`config.mk`:
```
export PLATFORM = sky130hd
export DESIGN_NAME = ncpu32k_dcache_line_seq_flat
export DESIGN_NICKNAME = d
export VERILOG_FILES = /design/src/rtl/ncpu32k_dcache_line_seq_if.sv /design/src/rtl/ncpu32k_dcache_line_seq.sv /design/src/flat_wrapper.sv
export SDC_FILE = /design/constraint.sdc
export NUM_CORES = 1
export LEC_CHECK = 0
export BUFFER_PORTS_ARGS = -buffer_cell sky130_fd_sc_hd__buf_4
export CORE_ASPECT_RATIO = 1.2
export CORE_UTILIZATION = 43
export DETAILED_ROUTE_END_ITERATION = 6
export GPL_ROUTABILITY_DRIVEN = 0
export HOLD_SLACK_MARGIN = 0.08
export MAX_ROUTING_LAYER = met4
export PLACE_DENSITY = 0.86
export SLEW_MARGIN = 20
export SYNTH_ARGS = -nofsm -noshare
export SYNTH_HDL_FRONTEND = slang
export SYNTH_SLANG_ARGS = --single-unit
```
`constraint.sdc`:
```
create_clock -name clk -period 2.8 [get_ports clk]
set_clock_uncertainty 0.05 [all_clocks]
set_input_delay 0.28 -clock clk [delete_from_list [all_inputs] [get_ports clk]]
set_output_delay 0.28 -clock clk [all_outputs]
set_load 0.01 [all_outputs]
```
`src/rtl/ncpu32k_dcache_line_seq_if.sv`:
```
// Signal bundle between the dcache line sequencer, its controller, RAM port B
// and the memory-side writeback/refill channels.
interface ncpu32k_dcache_line_seq_if #(
  parameter int unsigned AW    = 9,
  parameter int unsigned DW    = 32,
  parameter int unsigned CL_P2 = 3
);
  logic                  req_valid;
  logic                  req_ready;
  logic [AW-CL_P2-1:0]   req_idx;
  logic                  req_dirty;
  logic                  req_fill;
  logic                  busy;
  logic                  done;
  logic                  ram_en_b;
  logic [DW/8-1:0]       ram_we_b;
  logic [AW-1:0]         ram_addr_b;
  logic [DW-1:0]         ram_din_b;
  logic [DW-1:0]         ram_dout_b;
  logic                  wb_valid;
  logic                  wb_ready;
  logic [DW-1:0]         wb_data;
  logic                  wb_last;
  logic                  rf_valid;
  logic                  rf_ready;
  logic [DW-1:0]         rf_data;

  // Sequencer side
  modport master (
    input  req_valid, req_idx, req_dirty, req_fill, ram_dout_b, wb_ready, rf_valid, rf_data,
    output req_ready, busy, done, ram_en_b, ram_we_b, ram_addr_b, ram_din_b,
           wb_valid, wb_data, wb_last, rf_ready
  );

  // Controller / RAM / memory side
  modport slave (
    output req_valid, req_idx, req_dirty, req_fill, ram_dout_b, wb_ready, rf_valid, rf_data,
    input  req_ready, busy, done, ram_en_b, ram_we_b, ram_addr_b, ram_din_b,
           wb_valid, wb_data, wb_last, rf_ready
  );
endinterface

```
`src/rtl/ncpu32k_dcache_line_seq.sv`:
```
// Dcache line-transfer sequencer: owns RAM port B, writes back a dirty victim
// line to memory, then optionally refills the same line from memory.
module ncpu32k_dcache_line_seq #(
  parameter int unsigned AW    = 9,
  parameter int unsigned DW    = 32,
  parameter int unsigned CL_P2 = 3
) (
  input  logic                       clk,
  input  logic                       rst_n,
  ncpu32k_dcache_line_seq_if.master  bus
);

  localparam int unsigned IW = AW - CL_P2;
  localparam int unsigned BW = DW / 8;

  typedef enum logic [2:0] {
    IDLE    = 3'd0,
    WB_RD   = 3'd1,
    WB_LD   = 3'd2,
    WB_SEND = 3'd3,
    FILL    = 3'd4,
    DONE    = 3'd5
  } state_t;

  state_t           state_q, state_d;
  logic [CL_P2-1:0] cnt_q, cnt_d;
  logic [IW-1:0]    idx_q, idx_d;
  logic             fill_q, fill_d;
  logic [DW-1:0]    wb_data_q, wb_data_d;
  logic             last;

  logic             req_ready;
  logic             done;
  logic             ram_en;
  logic [BW-1:0]    ram_we;
  logic [AW-1:0]    ram_addr;
  logic [DW-1:0]    ram_din;
  logic             wb_valid;
  logic             wb_last;
  logic             rf_ready;

  assign last = (cnt_q == {CL_P2{1'b1}});

  // State and datapath registers; reset aborts any operation in flight
  always_ff @(posedge clk) begin
    if (!rst_n) begin
      state_q   <= IDLE;
      cnt_q     <= '0;
      idx_q     <= '0;
      fill_q    <= 1'b0;
      wb_data_q <= '0;
    end else begin
      state_q   <= state_d;
      cnt_q     <= cnt_d;
      idx_q     <= idx_d;
      fill_q    <= fill_d;
      wb_data_q <= wb_data_d;
    end
  end

  // Next-state and output decode; outputs forced idle while reset is held
  always_comb begin
    state_d   = state_q;
    cnt_d     = cnt_q;
    idx_d     = idx_q;
    fill_d    = fill_q;
    wb_data_d = wb_data_q;
    req_ready = 1'b0;
    done      = 1'b0;
    ram_en    = 1'b0;
    ram_we    = '0;
    ram_addr  = '0;
    ram_din   = '0;
    wb_valid  = 1'b0;
    wb_last   = 1'b0;
    rf_ready  = 1'b0;

    if (!rst_n) begin
      req_ready = 1'b1;
    end else begin
      case (state_q)
        IDLE: begin
          req_ready = 1'b1;
          if (bus.req_valid) begin
            idx_d  = bus.req_idx;
            fill_d = bus.req_fill;
            cnt_d  = '0;
            if (bus.req_dirty)     state_d = WB_RD;
            else if (bus.req_fill) state_d = FILL;
            else                   state_d = DONE;
          end
        end
        WB_RD: begin
          ram_en   = 1'b1;
          ram_addr = {idx_q, cnt_q};
          state_d  = WB_LD;
        end
        WB_LD: begin
          wb_data_d = bus.ram_dout_b;
          state_d   = WB_SEND;
        end
        WB_SEND: begin
          wb_valid = 1'b1;
          wb_last  = last;
          if (bus.wb_ready) begin
            cnt_d = cnt_q + CL_P2'(1);
            if (!last)       state_d = WB_RD;
            else if (fill_q) state_d = FILL;
            else             state_d = DONE;
          end
        end
        FILL: begin
          rf_ready = 1'b1;
          if (bus.rf_valid) begin
            ram_en   = 1'b1;
            ram_we   = '1;
            ram_addr = {idx_q, cnt_q};
            ram_din  = bus.rf_data;
            cnt_d    = cnt_q + CL_P2'(1);
            if (last) state_d = DONE;
          end
        end
        DONE: begin
          done    = 1'b1;
          state_d = IDLE;
        end
        default: state_d = IDLE;
      endcase
    end
  end

  assign bus.req_ready  = req_ready;
  assign bus.busy       = ~req_ready;
  assign bus.done       = done;
  assign bus.ram_en_b   = ram_en;
  assign bus.ram_we_b   = ram_we;
  assign bus.ram_addr_b = ram_addr;
  assign bus.ram_din_b  = ram_din;
  assign bus.wb_valid   = wb_valid;
  assign bus.wb_data    = wb_data_q;
  assign bus.wb_last    = wb_last;
  assign bus.rf_ready   = rf_ready;

endmodule

```
`src/flat_wrapper.sv`:
```
// flat-port wrapper written by rule: the top's interface ports become plain ports
module ncpu32k_dcache_line_seq_flat 
#(
  parameter int unsigned AW    = 9,
  parameter int unsigned DW    = 32,
  parameter int unsigned CL_P2 = 3
)
  (clk, rst_n, bus_req_valid, bus_req_idx, bus_req_dirty, bus_req_fill, bus_ram_dout_b, bus_wb_ready, bus_rf_valid, bus_rf_data, bus_req_ready, bus_busy, bus_done, bus_ram_en_b, bus_ram_we_b, bus_ram_addr_b, bus_ram_din_b, bus_wb_valid, bus_wb_data, bus_wb_last, bus_rf_ready);
  ncpu32k_dcache_line_seq_if #(.AW(AW), .DW(DW), .CL_P2(CL_P2)) bus_i ();
  input  logic clk;
  input  logic rst_n;
  input wire logic [$bits(bus_i.req_valid)-1:0] bus_req_valid;
  input wire logic [$bits(bus_i.req_idx)-1:0] bus_req_idx;
  input wire logic [$bits(bus_i.req_dirty)-1:0] bus_req_dirty;
  input wire logic [$bits(bus_i.req_fill)-1:0] bus_req_fill;
  input wire logic [$bits(bus_i.ram_dout_b)-1:0] bus_ram_dout_b;
  input wire logic [$bits(bus_i.wb_ready)-1:0] bus_wb_ready;
  input wire logic [$bits(bus_i.rf_valid)-1:0] bus_rf_valid;
  input wire logic [$bits(bus_i.rf_data)-1:0] bus_rf_data;
  output wire logic [$bits(bus_i.req_ready)-1:0] bus_req_ready;
  output wire logic [$bits(bus_i.busy)-1:0] bus_busy;
  output wire logic [$bits(bus_i.done)-1:0] bus_done;
  output wire logic [$bits(bus_i.ram_en_b)-1:0] bus_ram_en_b;
  output wire logic [$bits(bus_i.ram_we_b)-1:0] bus_ram_we_b;
  output wire logic [$bits(bus_i.ram_addr_b)-1:0] bus_ram_addr_b;
  output wire logic [$bits(bus_i.ram_din_b)-1:0] bus_ram_din_b;
  output wire logic [$bits(bus_i.wb_valid)-1:0] bus_wb_valid;
  output wire logic [$bits(bus_i.wb_data)-1:0] bus_wb_data;
  output wire logic [$bits(bus_i.wb_last)-1:0] bus_wb_last;
  output wire logic [$bits(bus_i.rf_ready)-1:0] bus_rf_ready;
  assign bus_i.req_valid = bus_req_valid;
  assign bus_i.req_idx = bus_req_idx;
  assign bus_i.req_dirty = bus_req_dirty;
  assign bus_i.req_fill = bus_req_fill;
  assign bus_i.ram_dout_b = bus_ram_dout_b;
  assign bus_i.wb_ready = bus_wb_ready;
  assign bus_i.rf_valid = bus_rf_valid;
  assign bus_i.rf_data = bus_rf_data;
  assign bus_req_ready = bus_i.req_ready;
  assign bus_busy = bus_i.busy;
  assign bus_done = bus_i.done;
  assign bus_ram_en_b = bus_i.ram_en_b;
  assign bus_ram_we_b = bus_i.ram_we_b;
  assign bus_ram_addr_b = bus_i.ram_addr_b;
  assign bus_ram_din_b = bus_i.ram_din_b;
  assign bus_wb_valid = bus_i.wb_valid;
  assign bus_wb_data = bus_i.wb_data;
  assign bus_wb_last = bus_i.wb_last;
  assign bus_rf_ready = bus_i.rf_ready;
  ncpu32k_dcache_line_seq #(.AW(AW), .DW(DW), .CL_P2(CL_P2)) u_core (.clk(clk), .rst_n(rst_n), .bus(bus_i));
endmodule
```
# Word-level counts from Yosys, hierarchy flattened
# Cells that the tools add are included.
# op_classes
n_addsub	1
eq_ne	10
n_mux	35
n_bitwise	1
reduce_logical	5
# ops
op	count
2-to-1 mux 32 bit	3
2-to-1 mux 3 bit	9
2-to-1 mux 9 bit	2
one-hot mux 9 bit (2 select lines)	1
one-hot mux 3 bit (5 select lines)	1
2-to-1 mux 1 bit	14
2-to-1 mux 4 bit	3
== test 3 bit (second input constant)	3
one-hot mux 3 bit (3 select lines)	1
AND reduction 4 bit	2
== test 3 x 2 -> 1 bit (second input constant)	2
inequality test 2 bit (second input constant)	3
adder 3 x 1 -> 3 bit (second input constant)	1
== test 3 x 1 -> 1 bit (second input constant)	1
zero test 3 bit	1
nonzero test 3 bit	1
inequality test 2 x 1 -> 1 bit (second input constant)	1
one-hot mux 1 bit (2 select lines)	1
AND reduction 2 bit	1
NOT 1 bit	1
# word_totals
register_bits	45
output_inout_bits	84
word_cells	57

# Depth between registers and ports, before layout
# logic_depth
ltp_word	4
ltp_mapped	6

# Least setup slack after synthesis
# No wires, ideal clock.
# synth_path
path_type	register to output
from	reg u_core.state_q[0]
to	out bus_ram_din_b[22]
arrival_ps	1348
path_slack_ps	1122
path_stages_with_launch	6
path_cell_list	dfxtp_1 > buf_2 > nand3b_1 > nor2_1 > clkbuf_1 > and2_1
# synth_between
elab_chain_len	3
# synth_rtl
item	line_no	source
start: declaration	ncpu32k_dcache_line_seq.sv:25	state_t state_q, state_d;
start signal: assignment	ncpu32k_dcache_line_seq.sv:53	state_q <= state_d;
== test 3 bit	ncpu32k_dcache_line_seq.sv:81	case (state_q)
2-to-1 mux 32 bit	ncpu32k_dcache_line_seq.sv:81	
2-to-1 mux 32 bit	ncpu32k_dcache_line_seq.sv:78	if (!rst_n) begin
end: declaration	flat_wrapper.sv:26	output wire logic [$bits(bus_i.ram_din_b)-1:0] bus_ram_din_b;
# Every way passes these cells.

# Worst setup path after layout
# layout_path
from	reg u_core.state_q[2]
to	out bus_ram_addr_b[4]
# layout_between
elab_chain_len	3
word_cells_on_any_way	4
cone_classes	eq/ne (2); mux (2)
# layout_rtl
item	line_no	source
== test 3 bit or == test 3 x 1 -> 1 bit (tied branches)	ncpu32k_dcache_line_seq.sv:81	
one-hot mux 9 bit (2 select lines) (*)	ncpu32k_dcache_line_seq.sv:81	
2-to-1 mux 9 bit (*)	ncpu32k_dcache_line_seq.sv:78	
end: declaration	flat_wrapper.sv:25	output wire logic [$bits(bus_i.ram_addr_b)-1:0] bus_ram_addr_b;
# Every way passes the cells marked *; elsewhere a longest branch is shown, timed or not.

==> impl_metrics.env <==
export IMPL_outcome="finished clean"
export IMPL_setup_worst_path_class="reg2out"
export IMPL_met3_length_um=360
export IMPL_tritoncts="built"
export IMPL_wirelength_um=6263
export IMPL_fp_dieW_um=66.47
export IMPL_via_per_inst=4.737
export IMPL_postCtsSetupRepairBufs=0
export IMPL_total_power_mw=1.880
export IMPL_wirelength_met1_um=2500
export IMPL_drt_iter0_drc=66
export IMPL_peakVddDrop_uv=366.8
export IMPL_dp_cells=471
export IMPL_synth_nets=352
export IMPL_port_buffers=160
export IMPL_yosys_area_top_type="dfxtp_1"
export IMPL_synth_edf_count=0
export IMPL_ios=161
export IMPL_drc=0
export IMPL_cp_max_fo=20
export IMPL_synth_seq_area_share=0.4201
export IMPL_core_area_mm2=0.004696
export IMPL_synth_seq_cells=45
export IMPL_post_place_ws_ps=719.3
export IMPL_finalSetupViolCount=0
export IMPL_p_leak_nw=1.640
export IMPL_final_area_mm2=0.003458
export IMPL_num_vias=2269
export IMPL_clkSlewWorstSetupHoldPaths_ps=80
export IMPL_hold_viol=0
export IMPL_grt_pass1_wl_um=9591
export IMPL_cp_start_kind="register"
export IMPL_die_area_mm2=0.005275
export IMPL_drv_slew=0
export IMPL_avgSynthCellArea_um2=7.856
export IMPL_grt_use_total=0.2441
export IMPL_netlist_top_cells_area="dfxtp_1 42%, and2_1 12%, nand2_1 12%"
export IMPL_cp_required_ps=2470
export IMPL_dp_hpwl_um=4779
export IMPL_cellPowerDensity_mw_per_mm2=543.6
export IMPL_ys_warn_count=0
export IMPL_netlist_area_mm2=0.002145
export IMPL_cts_htree_levels=2
export IMPL_ant_nets=0
export IMPL_grt_pass1_vias=2117
export IMPL_worst_hold_slack_ps=169.3
export IMPL_worst_pin_slew_ps=679.1
export IMPL_cts_hold_buf=0
export IMPL_synth_cell_types=35
export IMPL_crit_path_end_kind="output port"
export IMPL_synth_most_common_cell="nand2_1"
export IMPL_setup_tns_ps=0
export IMPL_syn_to_final_growth_pct=61.26
export IMPL_crit_arrival_ps=2090
export IMPL_dieHeight_um=79.36
export IMPL_cts_sinks=45
export IMPL_synth_cells=273
export IMPL_clock_fmax_mhz=413.7
export IMPL_final_min_clock_period_ps=2417
export IMPL_utilization=0.7365
export IMPL_firstDrtPassIters=4
export IMPL_grt_start_max_net_pins=37
export IMPL_grt_setup_unrepaired="false"
export IMPL_hold_path_class="in2reg"
export IMPL_wire_per_inst_um=13.08
export IMPL_synthTopCellsByCount="67 x nand2_1, 45 x dfxtp_1, 42 x and2_1"
export IMPL_place_area_mm2=0.003342
export IMPL_dr_wl_met2_um=3271
export IMPL_synth_top_area_share=0.4201
export IMPL_antenna_found_initial=0
export IMPL_drive_gt1_frac=0.4157
export IMPL_ctsResizeCount=0
export IMPL_start_util=0.4567
export IMPL_numCtsBuffers=5
export IMPL_clock_latency_ps=290
export IMPL_instances_no_fill=479
export IMPL_setup_slack_ps=382.7
export IMPL_cts_buffer_depth=2
export IMPL_root_buffer="clkbuf_8"
export IMPL_finalCritPeriodShare=0.8633
export IMPL_num_antenna_cells=0
export IMPL_synth_main_ff_cell="dfxtp_1"
export IMPL_rows=27
export IMPL_top_layer="met4"
export IMPL_gr_total_overflow=0
export IMPL_final_net_count=499
export IMPL_drv_cap=0
export IMPL_slew_headroom=0.5473
export IMPL_synthArstFlopShare=0
## cells by family after synthesis
| family | Yosys count | synth area share |
|---|---|---|
| simple gates | 143 | 0.3396 |
| compound gates | 47 | 0.1319 |
| flops | 45 | 0.4201 |
| buf+inv | 29 | 0.06417 |
| mux | 7 | 0.03267 |
| fa+ha+maj | 2 | 0.01167 |
## metal layers
| metal | track usage | vias up |
|---|---|---|
| met1 | 0.2544 | 1013 |
| met2 | 0.4398 | 69 |
| met3 | 0.06034 | 12 |
| met5 | - | - |
| met4 | 0.08298 | 0 |
| li1 | - | 1175 |
## cells in the final DEF (no fill, tap or decap), types with 3 or more instances in the layout
master and count:
buf_4 164, nand2_1 67, dfxtp_1 45, and2_1 42, a21oi_1 26, nor2_1 10
a21boi_0 10, mux2i_1 7, clkbuf_8 6, inv_1 5, nand3_1 5, nand2b_1 4
o22ai_1 3
## area by class of cell
class,instances,area [µm²]
Clock buffer,7,86.33
Clock inverter,1,30.03
Fill cell,382,1237
Inverter,5,18.77
Multi-Input combinational cell,199,1119
Sequential cell,45,900.9
Tap cell,58,72.57
Timing Repair Buffer,164,1231
## power by group
| part | internal [mW] | total, mW | switching, mW |
|---|---|---|---|
| sequential | 0.715 | 0.800 | 0.0848 |
| clock | 0.291 | 0.501 | 0.210 |
| combinational | 0.308 | 0.579 | 0.271 |
| total | 1.31 | 1.88 | 0.566 |
## worst max-delay path, stage by stage (launching register included)
cell and delay [ps]:
dfxtp_1 710, nand3b_1 170, a21oi_1 570, and2_1 230
buf_4 120
## registers in the layout (all words and copies together) (netlist names)
name	count
u_core.bus.wb_data	32
u_core.idx_q	6
u_core.cnt_q	3
u_core.state_q	3
u_core.fill_q	1
## worst paths after layout
check,cells after the start,end,slack [ps],from
max,4,bus_ram_addr_b[4],380,u_core.state_q[2]
min,3,u_core.idx_q[0],170,bus_req_idx[0]
max reg2reg,3,u_core.bus.wb_data[1],960,u_core.state_q[1]
min reg2reg,2,u_core.bus.wb_data[13],410,u_core.bus.wb_data[13]
(Power assumes the default switching activity.)
